## src/rtl/shift_pkg.sv

```systemverilog
// Shared types and constants for the shift command path: operand/amount widths,
// direction encoding and the buffered command record.
package shift_pkg;

   localparam int DATA_W = 32;
   localparam int AMT_W  = 5;

   localparam logic DIR_LEFT  = 1'b0;
   localparam logic DIR_RIGHT = 1'b1;

   typedef struct packed {
      logic [DATA_W-1:0] data;
      logic [AMT_W-1:0]  amt;
      logic              dir;
   } shift_cmd_t;

endpackage

```

## src/rtl/barrel_shifter.sv

```systemverilog
// 32-bit combinational logical barrel shifter, zero fill; dir 0 = left, 1 = right.
module barrel_shifter (
   input  logic [31:0] data_in,
   input  logic [4:0]  shift_amt,
   input  logic        dir,
   output logic [31:0] data_out
);

   assign data_out = dir ? (data_in >> shift_amt) : (data_in << shift_amt);

endmodule

```

## src/rtl/shift_cmd_fifo.sv

```systemverilog
// Command FIFO: DEPTH-entry storage with wrapping pointers and a separate
// occupancy counter that drives the full/empty flags.
module shift_cmd_fifo
   import shift_pkg::*;
#(
   parameter int DEPTH = 4
) (
   input  logic                   clk,
   input  logic                   rst,
   input  logic                   push,
   input  shift_cmd_t             push_cmd,
   input  logic                   pop,
   output shift_cmd_t             head_cmd,
   output logic [$clog2(DEPTH):0] level,
   output logic                   full,
   output logic                   empty
);

   localparam int PTR_W = $clog2(DEPTH);

   shift_cmd_t       mem [DEPTH];
   logic [PTR_W-1:0] wr_ptr;
   logic [PTR_W-1:0] rd_ptr;

   always_ff @(posedge clk or posedge rst) begin
      if (rst) begin
         wr_ptr <= '0;
         rd_ptr <= '0;
         level  <= '0;
      end else begin
         if (push) wr_ptr <= wr_ptr + 1'b1;
         if (pop)  rd_ptr <= rd_ptr + 1'b1;
         case ({push, pop})
            2'b10:   level <= level + 1'b1;
            2'b01:   level <= level - 1'b1;
            default: level <= level;
         endcase
      end
   end

   // Storage carries no reset; only entries below level are ever read.
   always_ff @(posedge clk) begin
      if (push) mem[wr_ptr] <= push_cmd;
   end

   assign head_cmd = mem[rd_ptr];
   assign full     = (level == (PTR_W+1)'(DEPTH));
   assign empty    = (level == '0);

endmodule

```

## src/rtl/shift_cmd_queue.sv

```systemverilog
// Shift command front end: buffers commands in a FIFO, shifts the head entry and
// registers the result behind an independent valid/ready output handshake.
module shift_cmd_queue
   import shift_pkg::*;
#(
   parameter int DEPTH = 4
) (
   input  logic                   clk,
   input  logic                   rst,
   input  logic                   in_valid,
   output logic                   in_ready,
   input  logic [31:0]            in_data,
   input  logic [4:0]             in_amt,
   input  logic                   in_dir,
   output logic                   out_valid,
   input  logic                   out_ready,
   output logic [31:0]            out_data,
   output logic [$clog2(DEPTH):0] level
);

   shift_cmd_t         push_cmd;
   shift_cmd_t         head_cmd;
   logic               full;
   logic               empty;
   logic               push;
   logic               load;
   logic [DATA_W-1:0]  shift_res_p0;

   // No full-bypass: a pop in the same cycle does not open a slot for the push.
   assign in_ready = !full && !rst;
   assign push     = in_valid && in_ready;
   assign load     = !empty && (!out_valid || out_ready);
   assign push_cmd = '{data: in_data, amt: in_amt, dir: in_dir};

   shift_cmd_fifo #(
      .DEPTH (DEPTH)
   ) u_fifo (
      .clk      (clk),
      .rst      (rst),
      .push     (push),
      .push_cmd (push_cmd),
      .pop      (load),
      .head_cmd (head_cmd),
      .level    (level),
      .full     (full),
      .empty    (empty)
   );

   barrel_shifter u_shifter (
      .data_in   (head_cmd.data),
      .shift_amt (head_cmd.amt),
      .dir       (head_cmd.dir),
      .data_out  (shift_res_p0)
   );

   // Stage p0 -> output register: head result captured as it is popped.
   always_ff @(posedge clk or posedge rst) begin
      if (rst) begin
         out_valid <= 1'b0;
         out_data  <= '0;
      end else if (load) begin
         out_valid <= 1'b1;
         out_data  <= shift_res_p0;
      end else if (out_ready) begin
         out_valid <= 1'b0;
      end
   end

endmodule

```

## config.mk

```make
export PLATFORM = sky130hd
export DESIGN_NAME = shift_cmd_queue
export DESIGN_NICKNAME = d
export VERILOG_FILES = /design/src/rtl/shift_pkg.sv /design/src/rtl/barrel_shifter.sv /design/src/rtl/shift_cmd_fifo.sv /design/src/rtl/shift_cmd_queue.sv
export SDC_FILE = /design/constraint.sdc
export NUM_CORES = 1
export LEC_CHECK = 0
export ABC_AREA = 1
export ABC_CLOCK_PERIOD_IN_PS = 6020
export CORE_ASPECT_RATIO = 1.25
export CORE_UTILIZATION = 40
export CTS_CLUSTER_DIAMETER = 120
export DETAILED_ROUTE_END_ITERATION = 7
export GPL_ROUTABILITY_DRIVEN = 1
export SYNTH_ARGS = -nofsm -noshare
export SYNTH_HDL_FRONTEND = slang
export SYNTH_SLANG_ARGS = --single-unit
export TNS_END_PERCENT = 1
```

## constraint.sdc

```tcl
create_clock -name clk -period 6.02 [get_ports clk]
set_input_delay 1.204 -clock clk [delete_from_list [all_inputs] [get_ports clk]]
set_output_delay 1.204 -clock clk [all_outputs]
set_load 0.01 [all_outputs]
```

==> out/summary.txt <==
RD Place Congestion: 0.955
Syn Nets: 1469
Fin crit period: 3580 ps
Top FF cell, synth: edfxtp_1
Slowest stage delay, CP: 570 ps
#FFs+latches synth: 192
Fill cells: 2671
Final instance area: 0.0127 sq mm
N_diodes: 0
Busiest grt layer: met2
Worst setup margin: 2440 ps
Final Hold Vio Count: 0
Grt ovf: 0
DR vias: 9756
Max H-tree Level: 4
Synthesized cell area: 0.0111 sq mm
Synth area leaders: edfxtp_1, nand3_1, nand2_1, dfrtp_1, inv_1
# port buffers: 78
Max Fclk: 280 MHz
Met1 Use GR: 0.301
Slew Limit Fails: 0
HPWL Detailed: 21300 um
CTS max path bufs: 2
Crit path max-delay family: buffers and inverters
WL final: 31300 um
Final period utilization: 0.594
Max Cap Viol: 0
First-pass GRT wire length: 49700 um
Final #Nets: 1500
Setup tns final: 0 ps
GR Layer Usage met3: 0.0245
DRC viols: 0
Area Overhead vs Synth: 14.5%
Via density: 5.39
RSZ-0062 raised after global routing: false
Post-Syn Instances: 1421
Worst slew pin tran: 1170 ps
EDFF count, synth: 152
PostCTS Resize Cnt: 0
CP Buf/Inv Count: 2
CTS tree: done
DR WL/cell: 17.3 um
Row cnt: 67
Syn avg cell area: 7.82 sq um
Outcome: finished clean
Async S/R FF share, synth: 0.208
Drt initial violations: 890
Synth top area share: 0.411
Die area: 0.0285 sq mm
Core area: 0.0271 sq mm
Largest net degree at the start of global routing: 82
Grt met2 use: 0.374
GR Util All Layers: 0.231
Hold crit path type: flop to flop
Commonest non-fill, non-tap cell in the layout: nand2_1
Placed cell areas: 0.0121 sq mm
Number of global-route vias before repair: 9061
Initial core utilization: 0.411
Yosys warning total: 0
Clock root cell: clkbuf_16
Final count of negative-setup-slack endpoints: 0
Crit path launch type: primary input
CP max FO: 2
CP arrival: 2370 ps
Biggest area consumer among synthesized cells: edfxtp_1
Die Span Y: 188 um
Total CTS buffers: 17
Top-Level Pins: 79
Hold buffers post-CTS: 0
Final setup skew: 13.8 ps
Antenna violations before repair: 0
Worst slew margin: 0.218
Fraction of layout cells with a size suffix above 1: 0.0608
Kind of critical path: primary input to output pin
Critical path endpoint category: output pin
1st-pass router iterations: 6
Crit path required time: 4820 ps
Netlist cell types: 31
Remaining antenna violation count: 0
Reg clk slew, reported paths: 80 ps
Die W: 151 um
Cell chain of the critical path: clkdlybuf4s50_1, a31oi_1, clkdlybuf4s50_1
Most used cell, CP: clkdlybuf4s50_1
Clock Latency Late Sink: 440 ps
Placement Setup Slack: 2330 ps
Highest-count cells in the layout ignoring fill and taps: nand2_1, nand3_1, edfxtp_1
WHS: 510 ps
CP max-delay cell: clkdlybuf4s50_1
Seq/Total Area, Yosys: 0.501
Setup Fix Bufs, Post-CTS: 0
CTS sink count: 192
-- stage by stage --
stage | utilization | std cells
after CTS | 0.470 | 1810
after global routing | 0.470 | 1810
after global placement | 0.445 | 1778
after floorplan | - | 1421
after detailed placement | 0.445 | 1778
final | 0.470 | 1810
-- final timing paths --
| kind | startpoint | endpoint | slack [ps] | cells after the start |
|---|---|---|---|---|
| max in group asynchronous | rst | u_fifo.rd_ptr[0]$_DFFE_PP0P_ | 4440 | 3 |
| min | out_data[28]$_DFFE_PP0P_ | out_data[28]$_DFFE_PP0P_ | 510 | 2 |
| max reg2reg | u_fifo.rd_ptr[0]$_DFFE_PP0P_ | out_data[19]$_DFFE_PP0P_ | 2450 | 15 |
| min in group asynchronous | rst | u_fifo.rd_ptr[0]$_DFFE_PP0P_ | 1210 | 3 |
| min reg2reg | out_data[28]$_DFFE_PP0P_ | out_data[28]$_DFFE_PP0P_ | 510 | 2 |
| max | rst | in_ready | 2440 | 3 |
-- routing by layer --
layer | wire length (um) | up-vias
li1 | - | 4786
met1 | 13200 | 4573
met2 | 15300 | 325
met3 | 1380 | 72
met4 | 1510 | 0
met5 | 0 | -
-- tightest hold or removal path, cell delays in order, from the launching register on --
cell	delay, ps
dfrtp_1	360
o21ai_1	70
inv_1	50
-- flip-flops by register name (all words and copies together), names as in the netlist --
signal / flops
out_data: 32
out_valid: 1
u_fifo.mem: 152
u_fifo.rd_ptr: 2
u_fifo.wr_ptr: 2
u_fifo.level: 3
-- Yosys cell counts, types with 3 or more instances --
library cell / number
edfxtp_1: 152
o21ai_1: 7
nand3_1: 415
buf_4: 10
xor2_1: 3
or2_2: 21
a31oi_1: 4
clkbuf_1: 9
buf_1: 3
ha_1: 5
a21oi_1: 5
o21ai_0: 9
buf_2: 57
inv_2: 3
nand3b_1: 4
nor2_1: 43
nand2_1: 475
nand4_1: 12
dfrtp_1: 40
inv_1: 124
buf_6: 4
nand2_2: 4
-- final cells by class --
| cell class | count | area (sq um) | area share |
|---|---|---|---|
| clock inverter | 14 | 246 | 0.0194 |
| inverter | 129 | 484 | 0.0380 |
| multi-input combinational | 1017 | 4670 | 0.367 |
| clock buffer | 18 | 429 | 0.0337 |
| timing repair buffer | 95 | 908 | 0.0713 |
| tap | 345 | 432 | 0.0339 |
| sequential | 192 | 5570 | 0.437 |
-- cells by family (layout without fill, tap and decap cells) --
kind of cell | Yosys count | count (layout) | share of synthesized area
adder cells (fa/ha/maj) | 6 | 6 | 0.00743
XOR/XNOR | 4 | 4 | 0.00315
AND/OR/NAND/NOR | 978 | 978 | 0.388
AO/OA/AOI/OAI | 29 | 29 | 0.0163
flip-flops | 192 | 192 | 0.501
buffers and inverters | 212 | 256 | 0.0841
Power is not shown: default switching activity piles up to over one toggle a cycle in this logic, so the estimate is an artifact.
==> RTL edit: new RTL, config.mk and constraints unchanged <==
`DEPTH` is set to 4 in 2 places; all go to 8.
--- a/src/rtl/shift_cmd_fifo.sv
+++ b/src/rtl/shift_cmd_fifo.sv
@@ -3,7 +3,7 @@
 module shift_cmd_fifo
    import shift_pkg::*;
 #(
-   parameter int DEPTH = 4
+   parameter int DEPTH = 8
 ) (
    input  logic                   clk,
    input  logic                   rst,
--- a/src/rtl/shift_cmd_queue.sv
+++ b/src/rtl/shift_cmd_queue.sv
@@ -3,7 +3,7 @@
 module shift_cmd_queue
    import shift_pkg::*;
 #(
-   parameter int DEPTH = 4
+   parameter int DEPTH = 8
 ) (
    input  logic                   clk,
    input  logic                   rst,
Interface: changed (resized level); port bits go from 79 to 80. The function was not compared with the original's and may differ.
==> RTL edit against the original RTL <==
The flow now finishes with violations (design-rule violations); sequential cell count grew 155; area after synthesis rose by 64%; setup slack worse by 0.28 ns; final area rose by 61%; synthesized cell count is 53% higher; critical endpoint is now out_data[25]; first-iteration DRC count up 46%; wire length increased by 55%; final cell count rose by 55%; non-clock buffer count rose by 9; die area increased by 63%.
Power is left out: the tool's default activity adds up to more than one toggle a clock period on the data nets, which glitch-free logic cannot reach.
==> RTL edit: results (changes against the original RTL) <==
The post-synthesis share of cell area spent on full adders, half adders and majority gates works out to 0.344% (-0.40 points). By area the synthesized netlist is led by sky130_fd_sc_hd__edfxtp_1, sky130_fd_sc_hd__nand2_1, sky130_fd_sc_hd__nand3_1. The count of routing violations after the opening detailed-route iteration is 1,296 (+46%), and the mean post-synth cell area is 8.35 um2 (+6.7%).

In this run the most critical hold path is launched from out_data[8]. The global routing met3 resource utilization is 3.77% (+1.3 points). After synthesis, the most frequently instantiated cells are sky130_fd_sc_hd__nand2_1, sky130_fd_sc_hd__nand3_1, sky130_fd_sc_hd__inv_1, sky130_fd_sc_hd__edfxtp_1, sky130_fd_sc_hd__nor2_1. The tools report the fill cell total of the finished layout as 4,369 (+64%). The end point of the worst hold path was out_data[8]. The xor/xnor cell area share of the yosys netlist works out to 0.337% (+0.022 points). The checks that failed: design-rule violations. The async set-or-reset flop fraction in the synthesized netlist works out to 12.4% (-8.4 points). The final weighted congestion in routability-driven placement was 0.915 (-4.2%). TritonCTS buffer count: 37 (+20).

The flow ran to the end, but the final reports show violations. The stage delay of the slowest cell on the critical path is 0.81 ns (+0.24 ns), and the detailed route wirelength on metal3 is 2.77 mm (+100%). The per-cell routed wire length is 17.2 um (-0.56%). The critical path's top delay family is simple AND/OR/NAND/NOR gates. The maximum number of pins on one net before global-route repair was 85 (+3.7%); the wire length of the first global-routing pass was 75.5 mm (+52%). The count of input and output buffers works out to 79 (+1.3%).

For the number of nets in the synthesized netlist, the log shows 2,228 (+52%). The logs give 3 (+1) for the largest buffer count on any clock path and 2 (-2) for the maximum level of the CTS H-tree. The run gives 23.9 mm (+56%) as the total met2 wirelength after detailed routing.

The headroom to the max-slew limit was 18.0% (-3.8 points); the clock transition at the registers of the reported paths was 0.06 ns (-0.02 ns). The tools report the worst-case register-to-register setup slack as 2.16 ns (-0.29 ns). The net count reported at finish came out at 2,254 (+50%).

In the final layout, the registers with the most flip-flops are u_fifo.mem x304, out_data x32, u_fifo.level x4. The layout cell share with drive strength beyond 1 came out at 5.90% (-0.17 points). For the clock insertion delay at the later pin of the skew report, the log shows 0.57 ns (+0.13 ns). For the met1 wire length, the log shows 19.5 mm (+48%).

The met1 usage in global routing was 25.7% (-4.4 points); the overall fraction of global-route tracks in use was 21.5% (-1.6 points). The capture point of the worst reg-to-reg path was out_data[25]. The tools report the sequential share of the synthesized area as 56.0% (+6.0 points).

Slowest stage cell on the critical path: sky130_fd_sc_hd__nand2_1. The post-detailed-routing wire length was 48.4 mm (+55%). The worst-case clock skew was 0.0236 ns (+0.00981 ns); the post-synthesis compound-gate area fraction was 1.52% (-0.11 points).

The post-detailed-route DRC marker count is 9 (+9), and the number of global-route vias before repair is 13,693 (+51%). The met2 routing resource usage after global routing is 36.9% (-0.57 points). The number of flops mapped to enable cells by yosys is 304 (+100%).
RTL edit: changes by cell type after synthesis, moves of 17 or more:
cell                       before  now
sky130_fd_sc_hd__inv_1        124  308
sky130_fd_sc_hd__buf_2         57   74
sky130_fd_sc_hd__nor2_1        43   76
sky130_fd_sc_hd__nand2_1      475  734
sky130_fd_sc_hd__edfxtp_1     152  304
sky130_fd_sc_hd__nand3_1      415  486
RTL edit: cell type report:
type                    count  area (um2)  share of cell area [%]
clock buffers              45         956                    4.66
well taps                 578         723                    3.52
clock inverters            23         179                   0.872
flip-flops and latches    347       10200                    49.8
inverters                 314        1180                    5.76
repair buffers            104        1000                    4.89
multi-input cells        1403        6270                    30.5
RTL edit: through the flow:
step	instance area, um2	utilization [%]	setup WS, ns	hold WS (ns)
after global placement	19400	43.0	2.11	0.491
after detailed placement	19400	43.0	2.02	0.505
after global routing	20500	45.5	1.73	0.536
final	20500	45.5	2.16	0.512
after CTS	20500	45.5	2.14	0.517
after floorplan	18200	-	1.98	0.493
